**config.mk**
```make
export PLATFORM = sky130hd
export DESIGN_NAME = mux_rr_valid
export DESIGN_NICKNAME = d
export VERILOG_FILES = /design/src/rtl/mux_rr_valid.sv
export SDC_FILE = /design/constraint.sdc
export NUM_CORES = 1
export LEC_CHECK = 0
export ABC_AREA = 1
export CAP_MARGIN = 20
export CORE_AREA = 10 10 47 49
export CTS_BUF_LIST = sky130_fd_sc_hd__clkbuf_2 sky130_fd_sc_hd__clkbuf_4 sky130_fd_sc_hd__clkbuf_8
export CTS_CLUSTER_SIZE = 14
export DETAILED_ROUTE_END_ITERATION = 10
export DIE_AREA = 0 0 57 59
export PLACE_DENSITY = 0.83
export SETUP_SLACK_MARGIN = 0.4
export SYNTH_ARGS = -nofsm -noshare
export SYNTH_HDL_FRONTEND = slang
export SYNTH_SLANG_ARGS = --single-unit
```
**constraint.sdc**
```tcl
create_clock -name clk -period 4.58 [get_ports clk]
set_clock_uncertainty 0.05 [all_clocks]
set_input_delay 0.916 -clock clk [delete_from_list [all_inputs] [get_ports clk]]
set_output_delay 0.916 -clock clk [all_outputs]
set_load 0.01 [all_outputs]
```
**src/rtl/mux_rr_valid.sv**
```systemverilog
// Registered N:1 mux with per-channel valid: fixed-select or round-robin grant, one-cycle latency, no backpressure.
// Optional MUX_RR_COUNT_EN adds a saturating 8-bit count of valid output cycles.
module mux_rr_valid #(
    parameter int WIDTH    = 2,
    parameter int CHANNELS = 4,
    parameter int SEL_W    = $clog2(CHANNELS)
) (
    input  logic                      clk,
    input  logic                      reset,
    input  logic [CHANNELS*WIDTH-1:0] in_data,
    input  logic [CHANNELS-1:0]       in_valid,
    input  logic [SEL_W-1:0]          select,
    input  logic                      mode,
    output logic [WIDTH-1:0]          out_data,
    output logic                      out_valid,
    output logic [SEL_W-1:0]          out_chan
`ifdef MUX_RR_COUNT_EN
    ,
    output logic [7:0]                out_count
`endif
);

    logic [WIDTH-1:0] data_q, data_d;
    logic             valid_q, valid_d;
    logic [SEL_W-1:0] chan_q, chan_d;
    logic [SEL_W-1:0] ptr_q, ptr_d;

    logic fix_hit, rr_hi, rr_any, found;
    int   fix_g, rr_hi_g, rr_lo_g, g;

    always_comb begin
        fix_hit = 1'b0;
        fix_g   = 0;
        rr_hi   = 1'b0;
        rr_any  = 1'b0;
        rr_hi_g = 0;
        rr_lo_g = 0;
        for (int i = 0; i < CHANNELS; i++) begin
            if (select == SEL_W'(i) && in_valid[i]) begin
                fix_hit = 1'b1;
                fix_g   = i;
            end
        end
        // Descending scan: the last hit is the lowest index, at or above ptr for rr_hi_g.
        for (int i = CHANNELS - 1; i >= 0; i--) begin
            if (in_valid[i]) begin
                rr_any  = 1'b1;
                rr_lo_g = i;
                if (i >= int'(ptr_q)) begin
                    rr_hi   = 1'b1;
                    rr_hi_g = i;
                end
            end
        end
        if (mode) begin
            found = rr_any;
            g     = rr_hi ? rr_hi_g : rr_lo_g;
        end else begin
            found = fix_hit;
            g     = fix_g;
        end
    end

    always_comb begin
        data_d  = '0;
        valid_d = 1'b0;
        chan_d  = chan_q;
        ptr_d   = ptr_q;
        if (found) begin
            valid_d = 1'b1;
            chan_d  = SEL_W'(g);
            ptr_d   = (g == CHANNELS - 1) ? '0 : SEL_W'(g + 1);
            for (int i = 0; i < CHANNELS; i++) begin
                if (i == g) data_d = in_data[i*WIDTH +: WIDTH];
            end
        end
    end

    always_ff @(posedge clk or negedge reset) begin
        if (!reset) begin
            data_q  <= '0;
            valid_q <= 1'b0;
            chan_q  <= '0;
            ptr_q   <= '0;
        end else begin
            data_q  <= data_d;
            valid_q <= valid_d;
            chan_q  <= chan_d;
            ptr_q   <= ptr_d;
        end
    end

    assign out_data  = data_q;
    assign out_valid = valid_q;
    assign out_chan  = chan_q;

`ifdef MUX_RR_COUNT_EN
    logic [7:0] cnt_q;

    always_ff @(posedge clk or negedge reset) begin
        if (!reset) begin
            cnt_q <= 8'd0;
        end else if (valid_d && cnt_q != 8'hFF) begin
            cnt_q <= cnt_q + 8'd1;
        end
    end

    assign out_count = cnt_q;
`endif

endmodule

```
# Word-level counts from Yosys, hierarchy flattened

Index checks and enable logic that the tools add are counted.

Input port bits: 17
Memories: 0
Memory bits (writable): 0
Latch bits: 0
Word-level logic and storage cells: 58
ROM bits: 0
Flip-flop bits (word level): 7

Div/mod/pow operators: 0
Muxes and demuxes: 37
Reduce and logical (&&, ||, !) cells: 6
$add $sub $neg: 1
$mul: 0
Order comparisons: 3
Eq/ne operators: 7
Bitwise operators: 0
Shift-type cells: 0

Operators with widths:

| cell                                                                  | count |
|---|---|
| 32-bit two-way mux                                                    | 13 |
| 3-bit by 32-bit == test with 1-bit output (first input constant)      | 2 |
| 2-bit by 32-bit == test with 1-bit output (first input constant)      | 1 |
| 32-bit by 3-bit == test with 1-bit output (second input constant)     | 1 |
| 32-bit logical NOT                                                    | 1 |
| 1-bit two-way mux                                                     | 17 |
| 2-bit two-way mux                                                     | 7 |
| 2-bit == test (second input constant)                                 | 2 |
| 1-bit by 2-bit >= comparator with 1-bit output (first input constant) | 2 |
| 1-bit logical AND                                                     | 4 |
| 2-bit adder (second input constant)                                   | 1 |
| 2-bit by 1-bit == test with 1-bit output (second input constant)      | 1 |
| 2-bit >= comparator (first input constant)                            | 1 |
| 2-bit logical NOT                                                     | 1 |

# Logic depth before layout (Yosys ltp)

Gate-level depths: netlist of the first run.

Word-level depth: 15
Gate-level depth with buffers: 16
Depth with buffers taken out: 16

# Worst setup path before layout of the first run

Ideal clock, no wire load.

Kind: input to register
From: input select[0]
To: register data_q[1] (netlist: out_data[1])
Data required time: 4.458 ns
Cell stages on the path: 12
Path buffers: 0
Slack: 2.473 ns
Data arrival time: 1.986 ns
Cell sequence: nand2_1 -> nor2_1 -> nor2_1 -> o21ai_0 -> nand2_2 -> inv_1 -> ha_1 -> inv_1 -> o21ai_0 -> o21ai_0 -> o21ai_0 -> nor2_1

RTL lines:

| what                   | RTL line | source |
|---|---|---|
| start: declaration     | 12       | `input logic [SEL_W-1:0] select,` |
| end signal: assignment | 86       | `data_q <= data_d;` |
| end: declaration       | 23       | `logic [WIDTH-1:0] data_q, data_d;` |

==> results of run 1 <==
==> routing by layer <==
| layer | vias up | track usage | wire length (um) |
|---|---|---|---|
| li1 | 306 | - | - |
| met1 | 263 | 0.0829 | 546 |
| met2 | 12 | 0.144 | 671 |
| met3 | 5 | 0.0150 | 34 |
| met4 | 0 | 0.0805 | 55 |
| met5 | - | 0 | 0 |
==> area by class of cell <==
type / count / area [um^2]
Clock buffer: 4 / 30.0
Fill cell: 140 / 603
Inverter: 14 / 52.6
Multi-Input combinational cell: 62 / 310
Sequential cell: 7 / 175
Tap cell: 16 / 20.0
Timing Repair Buffer: 21 / 210
==> sequential cells by signal, indices dropped and copies added, names as in the netlist <==
register   count
out_data       2
ptr_q          2
out_chan       2
out_valid      1
==> worst max-delay path, cell delays in order <==
cell	delay (ns)
clkdlybuf4s50_1	0.55
inv_2	0.06
nor2_2	0.07
nand2_1	0.05
nand2_1	0.05
inv_1	0.04
nand2_1	0.06
nand2_1	0.06
nand2_2	0.11
inv_1	0.07
ha_1	0.18
inv_1	0.09
o21ai_0	0.08
o21ai_0	0.16
o21ai_0	0.10
nor2_1	0.09
==> cell usage after synthesis, drive strengths merged <==
master	instances	area share
a21oi	4	0.037
dfrtp	7	0.33
ha	4	0.093
inv	14	0.098
nand2	32	0.24
nand3	3	0.037
nand4	1	0.012
nor2	9	0.067
o21a	1	0.014
o21ai	8	0.074
==> logic make-up after synthesis <==
kind of cell             after synthesis  share of synthesized area
AND/OR/NAND/NOR                       45                      0.358
buffers and inverters                 14                     0.0977
AO/OA/AOI/OAI                         13                      0.126
flip-flops                             7                      0.326
adder cells (fa/ha/maj)                4                     0.0930
==> per-stage QoR <==
step	area, um^2	hold slack [ns]
global route	798	0.482
finish	798	0.443
floorplan	538	0.420
detailed placement	768	0.428
global placement	768	0.422
CTS	798	0.441
==> report_power, final <==
group | switching (mW) | internal (mW)
clock network | 0.0250 | 0.0393
registers | 0.00956 | 0.0756
logic | 0.0489 | 0.0498
total | 0.0834 | 0.165
==> how the worst max path moves through the flow <==
stage	cells past startpoint	endpoint	from	slack [ns]
floorplan	12	out_data[1]$_DFF_PN0_	select[0]	2.47
global placement	16	out_data[0]$_DFF_PN0_	in_valid[0]	1.78
detailed placement	12	out_data[0]$_DFF_PN0_	in_valid[0]	1.71
CTS	16	out_data[0]$_DFF_PN0_	in_valid[0]	1.98
global route	16	out_data[0]$_DFF_PN0_	in_valid[0]	1.69
finish	16	out_data[0]$_DFF_PN0_	in_valid[0]	1.99
==> reports/qor.txt, run 1 <==
routed length per placed instance -> 10.5 um
CTS tree -> built
Bufs on Longest Clock Path -> 2
clock net sink count -> 7
Core Box Area -> 1400 um^2
biggest fanout along the worst timing path -> 5
Syn-to-layout area delta -> 48.4%
total standard cell area after synthesis -> 538 um^2
Die Outline Area -> 3360 um^2
number of antenna violations at the first check in global routing -> 0
CTS clk-pin slew, worst paths -> 0.05 ns
Worst Tran Pin Value -> 0.307 ns
wire length of the first global-routing pass -> 2240 um
highest-count cells in the layout ignoring fill and taps -> nand2_1 (28), clkdlybuf4s50_1 (21), inv_1 (13), nor2_1 (8), o21ai_0 (8)
power density over the cells -> 311 nW/um^2
Core Util, Final -> 0.570
type of origin of the critical path -> primary input
number of global-route vias before repair -> 558
worst supply voltage drop on vdd -> 0.216 mV
die outline width -> 57 um
final period utilization -> 0.566
kind of end point of the critical path -> register
Net Count, Synth -> 104
reg2reg end -> out_data[0]$_DFF_PN0_
post-route setup TNS -> 0 ns
later-pin clock latency in the skew report -> 0.26 ns
first drt pass iteration count -> 4
number of synthesized register bits -> 7
setup fix buffers added after clock tree synthesis -> 0
Setup WS post-layout -> 1.99 ns
post-placement setup slack -> 1.71 ns
number of routed nets with antenna violations -> 0
starting utilization of the core area -> 0.384
row cnt -> 14
post-synthesis cell count -> 83
antenna fix cells -> 0
hold-critical path endpoint -> out_chan[0]$_DFFE_PN0P_
via total after detailed routing -> 586
count of warnings emitted by yosys -> 0
maximum level of the CTS H-tree -> 1
clock root buffer master -> clkbuf_4
TritonCTS Buffers -> 3
Register-to-Register Path Depth -> 12
mean instance size in the synthesized netlist -> 6.48 um^2
total overflow reported by the global router -> 0
maximum capacitance violations -> 0
count of pins on the block boundary -> 22
post-detailed-routing wire length -> 1310 um
worst reg2reg path startpoint -> ptr_q[0]$_DFFE_PN0P_
upper clock frequency limit -> 386 MHz
Post-Layout Cell Count -> 124
sequential share of the synthesized area -> 0.326
total global-route track usage -> 0.0838
routability congestion estimate -> 0.847
final critical-path required period -> 2.59 ns
leading cell type in the layout, fill and taps excluded -> nand2_1
Max Transition Viols Final -> 0
number of nets in the finished design -> 130
Vert. Die Dim -> 59 um
Total Power Consumption -> 0.248 mW
hpwl dp -> 1110 um
hold path depth -> 2
fraction of final layout cells with drive strength greater than 1 -> 0.102
hold path startpoint -> out_chan[0]$_DFFE_PN0P_
count of final hold-check violations -> 0
Resized Gates After CTS -> 0
Leak Pwr -> 0.413 nW
placed insts -> 120
setup repair after global routing missed its margin -> no
relative max-transition margin -> 0.795
Buffers on Ports -> 21
setup violators final -> 0
status -> finished, final reports clean
# hold bufs at CTS -> 0
drt drc -> 0
maximum number of pins on one net before global-route repair -> 10
Worst Setup Path Type -> primary input to register
Distinct cells, synth -> 14
Starting DRT DRC Count -> 12
required time of the worst setup path -> 4.72 ns
via count normalized by instance count -> 4.73
class of the tightest hold or removal check -> register to register
signal arrival time at the worst endpoint -> 2.73 ns
setup slack of the most critical reg-to-reg path -> 2.75 ns
(Power assumes the default switching activity.)
==> run 2, diff against run 1 <==
==> constraint.sdc (replaced) <==
create_clock -name clk -period 2.45 [get_ports clk]
set_clock_uncertainty 0.05 [all_clocks]
set_input_delay 0.49 -clock clk [delete_from_list [all_inputs] [get_ports clk]]
set_output_delay 0.49 -clock clk [all_outputs]
set_load 0.01 [all_outputs]
==> run 2 against run 1 <==
Compared with the run above: wire length up 22%; largest power group unchanged; flip-flop and latch count is the same; highest routed layer unchanged; hold slack worse by 0.00070 ns.
==> reports/qor.txt, run 2 (synthesized netlist as in run 1, its figures left out) <==
number of global-route vias before repair -> 640 (+15%)
routability congestion estimate -> 0.840 (-0.80%)
Core Util, Final -> 0.612 (+0.0420)
Bufs on Longest Clock Path -> 2 (unchanged)
die outline width -> 57 um (unchanged)
count of pins on the block boundary -> 22 (unchanged)
Max Transition Viols Final -> 0 (unchanged)
Syn-to-layout area delta -> 59.3%
Register-to-Register Path Depth -> 15 (+3)
reg2reg end -> out_data[1]$_DFF_PN0_
power density over the cells -> 575 nW/um^2 (+85%)
number of antenna violations at the first check in global routing -> 0 (unchanged)
final critical-path required period -> 1.90 ns
type of origin of the critical path -> primary input
Starting DRT DRC Count -> 15 (+3)
maximum number of pins on one net before global-route repair -> 10 (unchanged)
biggest fanout along the worst timing path -> 4 (-1)
met3 routed WL -> 56 um (+65%)
Buffers on Ports -> 21 (unchanged)
number of routed nets with antenna violations -> 0 (unchanged)
relative contribution of sequential cells to total power -> 0.323 (-0.020)
clock root buffer master -> clkbuf_4
leading cell type in the layout, fill and taps excluded -> nand2_1
fraction of final layout cells with drive strength greater than 1 -> 0.202 (+0.0999)
Die Outline Area -> 3360 um^2 (unchanged)
worst reg2reg path startpoint -> ptr_q[1]$_DFFE_PN0P_
clock share of power -> 0.241 (-0.018)
post-detailed-routing wire length -> 1590 um (+22%)
final period utilization -> 0.777
required time of the worst setup path -> 2.59 ns (-2.13 ns)
TritonCTS Buffers -> 3 (unchanged)
via total after detailed routing -> 636 (+8.5%)
via count normalized by instance count -> 4.89 (+3.5%)
post-route setup TNS -> 0 ns (unchanged)
worst supply voltage drop on vdd -> 0.408 mV (+89%)
net switching power figure -> 0.169 mW (+100%)
wire length of the first global-routing pass -> 2480 um (+11%)
count of final hold-check violations -> 0 (unchanged)
portion of total power attributed to combinational logic -> 0.436 (+0.038)
class of the tightest hold or removal check -> primary input to asynchronous set/reset pin
later-pin clock latency in the skew report -> 0.25 ns (about the same)
status -> finished, final reports clean
Post-Layout Cell Count -> 130 (+4.8%)
drt drc -> 0 (unchanged)
routed length per placed instance -> 12.2 um (+16%)
antenna fix cells -> 0 (unchanged)
relative max-transition margin -> 0.784 (-0.0111)
hpwl dp -> 1210 um (+9.0%)
maximum level of the CTS H-tree -> 1 (unchanged)
largest stage delay on the critical path -> 0.29 ns (-0.26 ns)
number of buffer and inverter instances along the worst setup path -> 4 (-1)
highest routed metal layer -> met4
row cnt -> 14 (unchanged)
starting utilization of the core area -> 0.384 (unchanged)
Met2 Wirelength -> 877 um (+31%)
Cell Chain, Critical Path -> dlygate4sd2_1, inv_2, nor2_2, nand2_1, nand2_1, inv_1, nand2_1, nand2_1, nand2_2, buf_4, ha_1, nand2_1, nand2_1, o21ai_0, o21ai_1, o21ai_0, nor2_1
CTS clk-pin slew, worst paths -> 0.05 ns (about the same)
Int Power -> 0.324 mW (+97%)
library cell contributing the largest single delay on the critical path -> dlygate4sd2_1
total global-route track usage -> 0.0911 (+0.00734)
highest-count cells in the layout ignoring fill and taps -> nand2_1 (28), clkdlybuf4s50_1 (14), inv_1 (12), dfrtp_1 (7)
CTS tree -> built
maximum capacitance violations -> 0 (unchanged)
kind of end point of the critical path -> register
number of nets in the finished design -> 136 (+4.6%)
total overflow reported by the global router -> 0 (unchanged)
Leak Pwr -> 0.470 nW (+14%)
CP delay by family, top -> simple AND/OR/NAND/NOR gates
upper clock frequency limit -> 526 MHz
Vert. Die Dim -> 59 um (unchanged)
signal arrival time at the worst endpoint -> 2.04 ns (-0.69 ns)
setup slack of the most critical reg-to-reg path -> 0.66 ns (-2.09 ns)
setup violators final -> 0 (unchanged)
Worst Tran Pin Value -> 0.324 ns (+0.0166 ns)
Core Box Area -> 1400 um^2 (unchanged)
CP most frequent cell -> nand2_1
setup repair after global routing missed its margin -> no
clock net sink count -> 7 (unchanged)
first drt pass iteration count -> 4 (unchanged)
Worst Setup Path Type -> primary input to register
placed insts -> 120 (unchanged)
net switching fraction of the power -> 0.342 (+0.00617)
tightest hold margin -> 0.442 ns (-0.000699 ns)
sum of routed wire segments on met1 -> 604 um (+11%)
==> run 2: metal layers <==
layer	up-vias	track usage
met5	-	0
li1	316	-
met2	22	0.175
met1	290	0.0828
met4	0	0.0503
met3	8	0.0279
==> run 2: power groups by stage <==
stage / Clock [mW] / Combinational (mW) / Sequential, mW
finish: 0.119 / 0.215 / 0.159
global route: 0.129 / 0.238 / 0.162
CTS: 0.123 / 0.199 / 0.159
detailed placement: 0 / 0.188 / 0.161
global placement: 0 / 0.181 / 0.160
floorplan: 0 / 0.0927 / 0.166
==> run 2: layout make-up <==
type	count	area [um^2]
well taps	16	20.0
clock buffers	4	30.0
inverters	14	52.6
fillers	137	544
flip-flops and latches	7	175
multi-input cells	62	322
repair buffers	27	258
==> run 2: what timing repair did <==
item	4_1_cts	5_1_grt
hold buffers	0	0
gates resized for setup	7	10
endpoints found under the setup margin	2	2
pin swaps	2	2
buffers inserted	3	3
==> run 2: worst max path at each step <==
stage,startpoint,end,cells after the start
5_1_grt,in_valid[2],out_data[1]$_DFF_PN0_,16
4_1_cts,select[0],out_data[0]$_DFF_PN0_,14
2_1_floorplan,select[0],out_data[1]$_DFF_PN0_,12
3_5_place_dp,in_valid[0],out_data[0]$_DFF_PN0_,12
3_3_place_gp,in_valid[0],out_data[0]$_DFF_PN0_,16
6_report,in_valid[0],out_data[1]$_DFF_PN0_,17
==> run 2: stage by stage <==
step	instance area, um^2	setup WS [ns]	power, mW
after floorplan	538	0.769	0.259
after global placement	768	0.0712	0.341
after detailed placement	768	0.00629	0.350
after CTS	821	0.417	0.481
after global routing	857	0.426	0.530
final	857	0.547	0.493
